<file path="config.mk">
export PLATFORM = sky130hd
export DESIGN_NAME = alu_divider_flat
export DESIGN_NICKNAME = d
export VERILOG_FILES = /design/src/rtl/alu_divider_if.sv /design/src/rtl/alu_divider.sv /design/src/flat_wrapper.sv
export SDC_FILE = /design/constraint.sdc
export NUM_CORES = 1
export LEC_CHECK = 0
export CORE_UTILIZATION = 53
export CTS_CLUSTER_DIAMETER = 50
export DETAILED_ROUTE_END_ITERATION = 16
export GPL_TIMING_DRIVEN = 0
export HOLD_SLACK_MARGIN = 0.12
export PLACE_DENSITY = 0.86
export SLEW_MARGIN = 5
export SYNTH_ARGS = -nofsm -noshare
export SYNTH_HDL_FRONTEND = slang
export SYNTH_SLANG_ARGS = --single-unit
</file>
<file path="constraint.sdc">
create_clock -name clk -period 3.2 [get_ports clk]
set_input_delay 0.64 -clock clk [delete_from_list [all_inputs] [get_ports clk]]
set_output_delay 0.64 -clock clk [all_outputs]
set_load 0.02 [all_outputs]
</file>
<file path="src/rtl/alu_divider_if.sv">
// Request/response bundle for the 32-bit divider: operands and opcode in, result and status out.
// Latency: none (wires only).
// Backpressure: the requester must watch busy; start is ignored while busy is high.
interface alu_divider_if;
    logic        start;
    logic [31:0] a;
    logic [31:0] b;
    logic [2:0]  opcode;
    logic [31:0] y;
    logic        busy;
    logic        done;
    logic        div_by_zero;

    modport master (
        output start, a, b, opcode,
        input  y, busy, done, div_by_zero
    );

    modport slave (
        input  start, a, b, opcode,
        output y, busy, done, div_by_zero
    );
endinterface

</file>
<file path="src/rtl/alu_divider.sv">
// Sequential restoring radix-2 divider: DIVS/DIVU/MODS/MODU and signed 16.16 fixed-point divide.
// Latency: done 34 cycles after start (50 for FPDIVS, 2 for a zero divisor), no bubble between ops.
// Backpressure: start is sampled only while idle; requests arriving while busy are dropped.
module alu_divider (
    input  logic         clk,
    input  logic         reset,
    alu_divider_if.slave dif
);

    localparam logic [1:0] ST_IDLE = 2'd0;
    localparam logic [1:0] ST_CALC = 2'd1;
    localparam logic [1:0] ST_FIX  = 2'd2;

    localparam logic [2:0] OP_DIVS   = 3'b000;
    localparam logic [2:0] OP_MODS   = 3'b010;
    localparam logic [2:0] OP_MODU   = 3'b011;
    localparam logic [2:0] OP_FPDIVS = 3'b100;

    logic [1:0]  state_q, state_d;
    logic [5:0]  cnt_q, cnt_d;
    logic [31:0] rem_q, rem_d;
    logic [47:0] quo_q, quo_d;       // dividend bits shift out of the top, quotient bits shift in below
    logic [31:0] div_q, div_d;       // divisor magnitude
    logic [2:0]  op_q, op_d;
    logic        sa_q, sa_d;         // dividend was negative (signed ops only)
    logic        sb_q, sb_d;         // divisor was negative (signed ops only)
    logic        dz_q, dz_d;         // current operation has a zero divisor
    logic [31:0] y_q, y_d;
    logic        busy_q, busy_d;
    logic        done_q, done_d;
    logic        dbz_q, dbz_d;

    logic        in_signed;
    logic [31:0] in_mag_a;
    logic [31:0] in_mag_b;
    logic [32:0] trial;
    logic        ge;
    logic [31:0] q_res;
    logic [31:0] r_res;
    logic        is_mod;
    logic [31:0] fix_res;

    // Operand conditioning at the request port: signed ops divide magnitudes.
    always_comb begin
        in_signed = (dif.opcode == OP_DIVS) || (dif.opcode == OP_MODS) || (dif.opcode == OP_FPDIVS);
        in_mag_a  = (in_signed && dif.a[31]) ? (~dif.a + 32'd1) : dif.a;
        in_mag_b  = (in_signed && dif.b[31]) ? (~dif.b + 32'd1) : dif.b;
    end

    // One restoring step: shift the next dividend bit into the partial remainder and try a subtract.
    always_comb begin
        trial = {rem_q, quo_q[47]};
        ge    = (trial >= {1'b0, div_q});
    end

    // Sign fix-up and zero-divisor substitution applied in FIX.
    always_comb begin
        q_res  = (sa_q ^ sb_q) ? (~quo_q[31:0] + 32'd1) : quo_q[31:0];
        r_res  = sa_q ? (~rem_q + 32'd1) : rem_q;
        is_mod = (op_q == OP_MODS) || (op_q == OP_MODU);
        if (is_mod) begin
            // A zero divisor leaves |a| in the remainder, so this also returns a unchanged.
            fix_res = r_res;
        end else if (dz_q) begin
            fix_res = 32'hFFFF_FFFF;
        end else begin
            // Both 32-step and 48-step runs leave the quotient's low 32 bits in quo_q[31:0].
            fix_res = q_res;
        end
    end

    // Next-state logic for the IDLE -> CALC -> FIX sequence.
    always_comb begin
        state_d = state_q;
        cnt_d   = cnt_q;
        rem_d   = rem_q;
        quo_d   = quo_q;
        div_d   = div_q;
        op_d    = op_q;
        sa_d    = sa_q;
        sb_d    = sb_q;
        dz_d    = dz_q;
        y_d     = y_q;
        done_d  = 1'b0;
        dbz_d   = dbz_q;
        case (state_q)
            ST_IDLE: begin
                if (dif.start) begin
                    op_d  = dif.opcode;
                    div_d = in_mag_b;
                    sa_d  = in_signed & dif.a[31];
                    sb_d  = in_signed & dif.b[31];
                    // Loading |a| above 16 zero bits serves both widths: 32 steps consume |a|,
                    // 48 steps consume the full 16.16-scaled dividend.
                    quo_d = {in_mag_a, 16'h0000};
                    cnt_d = (dif.opcode == OP_FPDIVS) ? 6'd48 : 6'd32;
                    if (dif.b == 32'd0) begin
                        dz_d    = 1'b1;
                        rem_d   = in_mag_a;
                        state_d = ST_FIX;
                    end else begin
                        dz_d    = 1'b0;
                        rem_d   = 32'd0;
                        state_d = ST_CALC;
                    end
                end
            end
            ST_CALC: begin
                quo_d = {quo_q[46:0], ge};
                rem_d = ge ? (trial[31:0] - div_q) : trial[31:0];
                cnt_d = cnt_q - 6'd1;
                if (cnt_q == 6'd1) begin
                    state_d = ST_FIX;
                end
            end
            ST_FIX: begin
                y_d     = fix_res;
                dbz_d   = dz_q;
                done_d  = 1'b1;
                state_d = ST_IDLE;
            end
            default: begin
                state_d = ST_IDLE;
            end
        endcase
        busy_d = (state_d != ST_IDLE);
    end

    // State registers with synchronous active-low reset; an abort never produces done.
    always_ff @(posedge clk) begin
        if (!reset) begin
            state_q <= ST_IDLE;
            cnt_q   <= 6'd0;
            rem_q   <= 32'd0;
            quo_q   <= 48'd0;
            div_q   <= 32'd0;
            op_q    <= 3'd0;
            sa_q    <= 1'b0;
            sb_q    <= 1'b0;
            dz_q    <= 1'b0;
            y_q     <= 32'd0;
            busy_q  <= 1'b0;
            done_q  <= 1'b0;
            dbz_q   <= 1'b0;
        end else begin
            state_q <= state_d;
            cnt_q   <= cnt_d;
            rem_q   <= rem_d;
            quo_q   <= quo_d;
            div_q   <= div_d;
            op_q    <= op_d;
            sa_q    <= sa_d;
            sb_q    <= sb_d;
            dz_q    <= dz_d;
            y_q     <= y_d;
            busy_q  <= busy_d;
            done_q  <= done_d;
            dbz_q   <= dbz_d;
        end
    end

    assign dif.y           = y_q;
    assign dif.busy        = busy_q;
    assign dif.done        = done_q;
    assign dif.div_by_zero = dbz_q;

endmodule

</file>
<file path="src/flat_wrapper.sv">
// flat-port wrapper written by rule: the top's interface ports become plain ports
module alu_divider_flat 
  (clk, reset, dif_start, dif_a, dif_b, dif_opcode, dif_y, dif_busy, dif_done, dif_div_by_zero);
  alu_divider_if dif_i ();
  input  logic clk;
  input  logic reset;
  input wire logic [$bits(dif_i.start)-1:0] dif_start;
  input wire logic [$bits(dif_i.a)-1:0] dif_a;
  input wire logic [$bits(dif_i.b)-1:0] dif_b;
  input wire logic [$bits(dif_i.opcode)-1:0] dif_opcode;
  output wire logic [$bits(dif_i.y)-1:0] dif_y;
  output wire logic [$bits(dif_i.busy)-1:0] dif_busy;
  output wire logic [$bits(dif_i.done)-1:0] dif_done;
  output wire logic [$bits(dif_i.div_by_zero)-1:0] dif_div_by_zero;
  assign dif_i.start = dif_start;
  assign dif_i.a = dif_a;
  assign dif_i.b = dif_b;
  assign dif_i.opcode = dif_opcode;
  assign dif_y = dif_i.y;
  assign dif_busy = dif_i.busy;
  assign dif_done = dif_i.done;
  assign dif_div_by_zero = dif_i.div_by_zero;
  alu_divider u_core (.clk(clk), .reset(reset), .dif(dif_i));
endmodule
</file>
==> results.tsv, run 1 <==
stage	metric	value	unit
worst_setup_path	crit-path cells	or4_4 -> or4_4 -> or4_4 -> or3_4 -> o21ai_1 -> xor2_1 -> a221oi_2 -> a21o_1	
worst_setup_path	CP peak stage delay	0.58	ns
hold_path	Worst Min Path Start	u_core.dif.y[22]$_SDFFE_PN0P_	
layout	most frequent cells in the layout	nand2_1 (179), dfxtp_1 (153), clkdlybuf4s50_1 (104)	
clock_tree	Bufs on Longest Clock Path	2	
synthesis	Ys Warns	0	
timing	Final setup viols	0	
worst_setup_path	R2R setup slack	0.04	ns
global_routing	vias in the first global route	11100	
hold_path	worst hold path stage count	1	
detailed_routing	First DRT Iteration DRCs	1657	
detailed_routing	WL/cell	20.8	um
worst_setup_path	CP Buf/Inv Count	0	
timing	Max Freq	0.316	GHz
synthesis	cell count after synthesis	1440	
layout	# nets final	1674	
placed_design	Setup WS pre-CTS	-0.831	ns
global_routing	pin count of the biggest net entering global routing	17	
floorplan	Die Wd	148	um
hold_path	Hold Path Class	flop to flop	
worst_setup_path	R2R cell count	8	
global_routing	antenna violations before repair	0	
clock_tree	hold buffers post-CTS	0	
placed_design	Detail Placement HPWL	29100	um
worst_setup_path	Worst EP arrival	3.50	ns
timing	Final Hold Viols	0	
layout	commonest non-fill, non-tap cell in the layout	nand2_1	
timing	max_slew headroom	0.339	
outcome	status	completed	
synthesis	post-synthesis sequential area ratio	0.284	
timing	worst-margin pin slew	0.985	ns
layout	Filler cells	1775	
floorplan	Ports	105	
floorplan	Die ar.	21800	um^2
layout	synth-to-layout area growth	19.6	%
timing	Setup WS post-layout	0.0395	ns
global_routing	Total GRT Usage	0.344	
worst_setup_path	crit path kind	flop to flop	
clock_tree	clock tree from TritonCTS	yes	
placed_design	RePlAce Congestion	0.983	
timing	RSZ-0062 raised after global routing	yes	
worst_setup_path	CP max-delay cell	or4_4	
pwr	Leak	5.15	nW
synthesis	Yosys top cell by area	dfxtp_1	
detailed_routing	Pre-Repair DR Iteration Count	10	
synthesis	synth top area cells	dfxtp_1 (28%), xor2_1 (6.1%), nand2_1 (6.0%), xnor2_1 (4.7%), ha_1 (4.2%)	
clock_tree	total CTS buffers	17	
clock_tree	Root Buffer	clkbuf_16	
timing	Final Max Tran Viols	0	
detailed_routing	number of routed nets with antenna violations	0	
pwr	Pwr Density	467	nW/um^2
placed_design	count of input and output buffers	104	
synthesis	top_reg_cell synth	dfxtp_1	
run	MaxCap Viol Count	0	
global_routing	first-pass GRT wire length	58200	um
clock_tree	Reg clk slew, reported paths	0.07	ns
synthesis	number of synthesized flops with an enable pin	0	
synthesis	synthesized net count	1549	
worst_setup_path	CP endpoint kind	flop	
floorplan	FP Rows	52	
synthesis	ys async rst share	0	
timing	min cycle time layout	3.16	ns
worst_setup_path	CP startpoint kind	flop	
synthesis	syn avg cell area	7.82	um^2
worst_setup_path	endpoint of the worst register-to-register path	u_core.dif.y[27]$_SDFFE_PN0P_	
worst_setup_path	crit path from	u_core.rem_q[7]$_SDFFE_PN0P_	
clock_tree	Worst-Skew Late Latency	0.44	ns
pwr	VDD IR max	0.000382	V
detailed_routing	routed vias/inst	6.53	
floorplan	DIE HEIGHT	148	um
synthesis	flop and latch count out of synthesis	160	
worst_setup_path	most used cell, CP	or4_4	
hold_path	hold endpoint	u_core.dif.y[22]$_SDFFE_PN0P_	
timing	final hold slack	0.452	ns
layout	share of cells above drive strength 1	0.0672	
global_routing	GRT overflow	0	
timing	Final Cycle Share	0.988	
floorplan	Core Area	20600	um^2
worst_setup_path	worst path required time	3.54	ns
floorplan	initial core utilization	0.548	
detailed_routing	vias	12100	
detailed_routing	WL final	38400	um
worst_setup_path	RR Startpoint	u_core.rem_q[7]$_SDFFE_PN0P_	
clock_tree	htree depth	4	
timing	Clock Skews	0.0129	ns
layout	ANT cells	0	
worst_setup_path	CP top delay family	simple AND/OR/NAND/NOR gates	
worst_setup_path	CP Max Fanout	7	
clock_tree	clk sinks	160	
synthesis	Cell Area, Synth	11300	um^2
synthesis	area share of the largest cell type after synthesis	0.284	
detailed_routing	# DRC	0	
synthesis	Distinct cells, synth	74	
[layout make-up]
class	instances	area, um^2	area share
sequential	160	3210	0.238
multi-input combinational	1124	7690	0.571
timing repair buffer	108	1070	0.0795
inverter	54	203	0.0150
clock buffer	18	439	0.0326
buffer	100	387	0.0287
clock inverter	14	134	0.00993
tap	270	338	0.0251
[metrics by stage]
| step | setup TNS [ns] | utilization | total power [mW] | instance area, um^2 | std cells |
|---|---|---|---|---|---|
| 6_report | 0 | 0.655 | 6.29 | 13500 | 1848 |
| 5_1_grt | -0.499 | 0.655 | 6.53 | 13500 | 1848 |
| 4_1_cts | 0 | 0.646 | 6.15 | 13300 | 1844 |
| 3_5_place_dp | -26.67 | 0.615 | 4.14 | 12600 | 1814 |
| 3_3_place_gp | -23.96 | 0.615 | 4.10 | 12600 | 1814 |
| 2_1_floorplan | 0 | - | 3.55 | 11300 | 1440 |
[cell usage after synthesis, types with 4 or more instances]
| master | count |
|---|---|
| nand2_1 | 179 |
| dfxtp_1 | 160 |
| clkbuf_1 | 89 |
| xor2_1 | 79 |
| o21ai_0 | 78 |
| a21oi_1 | 73 |
| xnor2_1 | 61 |
| nor2_1 | 60 |
| inv_1 | 54 |
| nor2b_1 | 52 |
| ha_1 | 38 |
| nand3_1 | 38 |
| a21boi_0 | 35 |
| a22oi_1 | 33 |
| o211a_1 | 33 |
| o31ai_1 | 29 |
| nor3_1 | 26 |
| nor4_1 | 23 |
| o211ai_1 | 22 |
| a221oi_1 | 19 |
| and2_1 | 19 |
| a21o_1 | 15 |
| o41ai_1 | 15 |
| or3_1 | 14 |
| a222oi_1 | 13 |
| nand2b_1 | 12 |
| o21ai_1 | 12 |
| buf_1 | 11 |
| o22ai_1 | 11 |
| o311ai_0 | 11 |
| a221o_1 | 10 |
| and3_1 | 10 |
| or4_1 | 9 |
| a31oi_1 | 8 |
| a211oi_1 | 7 |
| nand4_1 | 7 |
| o2111ai_1 | 6 |
| or4_4 | 5 |
| a21bo_2 | 4 |
| a311o_1 | 4 |
| a32o_1 | 4 |
[per-layer routing]
layer / GRT usage / wire [um] / vias to the layer above
met5: 0 / 0 / -
met1: 0.443 / 15400 / 5636
li1: - / - / 5569
met3: 0.0997 / 4570 / 142
met4: 0.141 / 1780 / 0
met2: 0.539 / 16600 / 729
[cells by family after synthesis]
logic type / count (synthesis) / share of synthesized area
AND/OR/NAND/NOR: 473 / 0.210
AO/OA/AOI/OAI: 469 / 0.298
flip-flops: 160 / 0.284
buffers and inverters: 157 / 0.0526
XOR/XNOR: 140 / 0.109
adder cells (fa/ha/maj): 39 / 0.0440
multiplexers: 2 / 0.00189
[sequential cells by signal, summed over array words and instances, names as in the netlist]
signal,count
u_core.rem_q,32
u_core.sb_q,1
u_core.cnt_q,6
u_core.sa_q,1
u_core.quo_q,48
u_core.dif.done,1
u_core.state_q,2
u_core.dif.y,32
u_core.dif.busy,1
u_core.dz_q,1
u_core.op_q,2
u_core.dif.div_by_zero,1
u_core.div_q,32
[worst max path at each step]
stage / to / slack, ns / cells after the start
after CTS: u_core.rem_q[12]$_SDFFE_PN0P_ / 0.01 / 10
final: u_core.dif.y[27]$_SDFFE_PN0P_ / 0.04 / 8
after global routing: u_core.rem_q[2]$_SDFFE_PN0P_ / -0.08 / 10
after floorplan: u_core.rem_q[0]$_SDFFE_PN0P_ / 0.21 / 12
after global placement: u_core.rem_q[25]$_SDFFE_PN0P_ / -0.82 / 10
after detailed placement: u_core.rem_q[23]$_SDFFE_PN0P_ / -0.83 / 10
[what timing repair did]
action                                  CTS  global route
pin swaps                                 0             7
setup buffers                             0             4
gates cloned                              0             1
endpoints found under the setup margin   34            44
resized for setup                        21            37
[power by group]
part	total [mW]	switching, mW	internal (mW)
registers	2.23	0.127	2.11
logic	2.03	1.26	0.771
clock network	2.03	0.924	1.10
total	6.29	2.31	3.98
(Power assumes the default switching activity.)
==> inputs of run 2 (changes only) <==
--- a/config.mk
+++ b/config.mk
@@ -5,6 +5,7 @@
 export SDC_FILE = /design/constraint.sdc
 export NUM_CORES = 1
 export LEC_CHECK = 0
+export CORE_MARGIN = 2
 export CORE_UTILIZATION = 53
 export CTS_CLUSTER_DIAMETER = 50
 export DETAILED_ROUTE_END_ITERATION = 16
==> run 2 against run 1 <==
Effect of this change: the flow now finishes with violations (negative setup slack); first-iteration DRC count decreased by 11%; cell count increased by 0.22%; setup slack worse by 0.041 ns; global-route usage fell by 0.88 points; total power is 1.4% higher; critical path type unchanged; critical endpoint is now u_core.dif.y[29]$_SDFFE_PN0P_; largest cell class unchanged; largest power group unchanged.
==> results.tsv, run 2 (synthesized netlist as in run 1, its figures left out) <==
stage	metric	value	unit	change
detailed_routing	number of routed nets with antenna violations	0		unchanged
worst_setup_path	CP endpoint kind	flop		
clock_tree	total CTS buffers	17		unchanged
detailed_routing	Pre-Repair DR Iteration Count	7		-3
worst_setup_path	R2R setup slack	-0.002	ns	-0.04 ns
worst_setup_path	CP Max Fanout	6		-1
layout	design area	13500	um^2	-0.19%
timing	max_slew headroom	0.368		+0.0291
placed_design	RePlAce Congestion	0.987		+0.34%
pwr	Pwr Density	475	nW/um^2	+1.6%
pwr	VDD IR max	0.000337	V	-12%
layout	ANT cells	0		unchanged
clock_tree	Reg clk slew, reported paths	0.06	ns	about the same
worst_setup_path	endpoint of the worst register-to-register path	u_core.dif.y[29]$_SDFFE_PN0P_		
timing	Final Max Tran Viols	0		unchanged
worst_setup_path	R2R cell count	8		unchanged
floorplan	FP Rows	53		+1.9%
clock_tree	clock tree from TritonCTS	yes		
detailed_routing	vias	12100		+0.30%
layout	most frequent cells in the layout	nand2_1 (179), dfxtp_1 (154), clkdlybuf4s50_1 (104)		
hold_path	Worst Min Path Start	u_core.dif.y[20]$_SDFFE_PN0P_		
clock_tree	Worst-Skew Late Latency	0.45	ns	about the same
layout	synth-to-layout area growth	19.4	%	
global_routing	Total GRT Usage	0.336		-0.00877
worst_setup_path	crit path kind	flop to flop		
timing	Final Hold Viols	0		unchanged
outcome	violated checks	negative setup slack		
detailed_routing	WL final	37900	um	-1.1%
placed_design	Detail Placement HPWL	28700	um	-1.3%
worst_setup_path	RR Startpoint	u_core.rem_q[8]$_SDFFE_PN0P_		
layout	max FFs per register	48		unchanged
floorplan	Ports	105		unchanged
layout	commonest non-fill, non-tap cell in the layout	nand2_1		
worst_setup_path	worst path required time	3.54	ns	about the same
timing	total negative setup slack	-0.00186	ns	-0.00186 ns
clock_tree	htree depth	4		unchanged
layout	Biggest register	u_core.quo_q		
timing	Setup WS post-layout	-0.00186	ns	-0.0414 ns
placed_design	DP Area	12600	um^2	about the same
timing	Final Cycle Share	1.00		+0.0129
run	MaxCap Viol Count	0		unchanged
hold_path	Hold Path Class	flop to flop		
clock_tree	Root Buffer	clkbuf_16		
timing	min cycle time layout	3.20	ns	+0.0414 ns
outcome	status	finished with violations		
worst_setup_path	CP startpoint kind	flop		
floorplan	Die ar.	22400	um^2	+2.7%
global_routing	GRT overflow	0		unchanged
worst_setup_path	Worst EP arrival	3.54	ns	+0.04 ns
clock_tree	Bufs on Longest Clock Path	2		unchanged
timing	Max Freq	0.312	GHz	-1.3%
layout	share of cells above drive strength 1	0.0634		-0.00376
floorplan	Die Wd	150	um	+1.4%
global_routing	vias in the first global route	11500		+3.5%
timing	worst-margin pin slew	0.942	ns	-0.0428 ns
placed_design	count of input and output buffers	104		unchanged
global_routing	antenna violations before repair	0		unchanged
detailed_routing	# DRC	0		unchanged
timing	Final setup viols	1		+1
layout	# nets final	1673		-0.060%
timing	RSZ-0062 raised after global routing	yes		
floorplan	initial core utilization	0.538		-0.0103
pwr	Leak	5.17	nW	+0.29%
floorplan	DIE HEIGHT	150	um	+1.4%
detailed_routing	First DRT Iteration DRCs	1476		-11%
clock_tree	clk sinks	160		unchanged
global_routing	first-pass GRT wire length	59100	um	+1.4%
floorplan	Core Area	21000	um^2	+1.9%
hold_path	hold endpoint	u_core.dif.y[20]$_SDFFE_PN0P_		
detailed_routing	routed vias/inst	6.54		about the same
global_routing	pin count of the biggest net entering global routing	17		unchanged
timing	Clock Skews	0.00992	ns	-0.00294 ns
hold_path	worst hold path stage count	1		unchanged
detailed_routing	WL/cell	20.5	um	-1.3%
## run 2: changes by cell type in the layout (fill, tap and decap cells not counted), moves of 2 or more
cell / previous run / this run
nor3_1: 18 / 21
bufinv_16: 1 / 3
nor3_2: 7 / 4
clkinv_4: 3 / 5
clkinvlp_4: 4 / 1
## run 2: per-layer routing
metal  global-route usage  part of all wire  vias to the layer above
li1                     -                 -                     5550
met1                0.411              0.39                     5633
met2                0.540              0.45                      730
met3               0.0771             0.099                      199
met4                0.196             0.064                        0
met5                    0                 0                        -
## run 2: power breakdown
group	switching [mW]	internal, mW	total (mW)
sequential	0.134	2.11	2.24
combinational	1.23	0.768	1.99
clock	0.910	1.24	2.15
total	2.27	4.11	6.38
## run 2: what timing repair did
action / 4_1_cts / 5_1_grt
resized for setup: 21 / 26
hold buffers: 0 / 0
endpoints found under the hold margin: 0 / 0
endpoints found under the setup margin: 35 / 58
buffers inserted: 0 / 5
pin swaps: 2 / 4
## run 2: worst max-delay path by stage
| stage | cells past startpoint | to | slack (ns) | start |
|---|---|---|---|---|
| finish | 8 | u_core.dif.y[29]$_SDFFE_PN0P_ | -0.002 | u_core.rem_q[8]$_SDFFE_PN0P_ |
| floorplan | 12 | u_core.rem_q[0]$_SDFFE_PN0P_ | 0.21 | u_core.div_q[20]$_SDFFE_PN0P_ |
| CTS | 10 | u_core.rem_q[10]$_SDFFE_PN0P_ | 0.002 | u_core.rem_q[17]$_SDFFE_PN0P_ |
| detailed placement | 10 | u_core.rem_q[23]$_SDFFE_PN0P_ | -0.84 | dif_b[10] |
| global placement | 10 | u_core.rem_q[21]$_SDFFE_PN0P_ | -0.74 | dif_b[10] |
| global route | 9 | u_core.rem_q[20]$_SDFFE_PN0P_ | -0.04 | u_core.rem_q[4]$_SDFFE_PN0P_ |
## run 2: layout make-up
type | instances | area (um^2)
clock buffer | 17 | 425
sequential | 160 | 3210
clock inverter | 15 | 185
inverter | 54 | 203
buffer | 99 | 383
fill | 1789 | 7500
multi-input combinational | 1123 | 7620
tap | 275 | 344
timing repair buffer | 109 | 1080
## run 2: worst max-delay path, cell delays in order (launching register included)
cell,delay (ns)
dfxtp_1,0.41
or4_4,0.54
or4_4,0.47
or4_4,0.48
or3_4,0.37
o21ai_1,0.17
xor2_1,0.33
a221oi_1,0.15
a21o_1,0.17
## run 2: per-stage QoR
step / worst slack, ns / utilization / instances / hold WS [ns] / total power, mW
after floorplan: 0.210 / - / 1440 / 0.441 / 3.55
after global placement: -0.738 / 0.604 / 1819 / 0.436 / 4.09
after detailed placement: -0.838 / 0.604 / 1819 / 0.438 / 4.13
after CTS: 0.00166 / 0.636 / 1850 / 0.453 / 6.26
after global routing: -0.0450 / 0.642 / 1852 / 0.471 / 6.63
final: -0.00186 / 0.642 / 1852 / 0.451 / 6.38
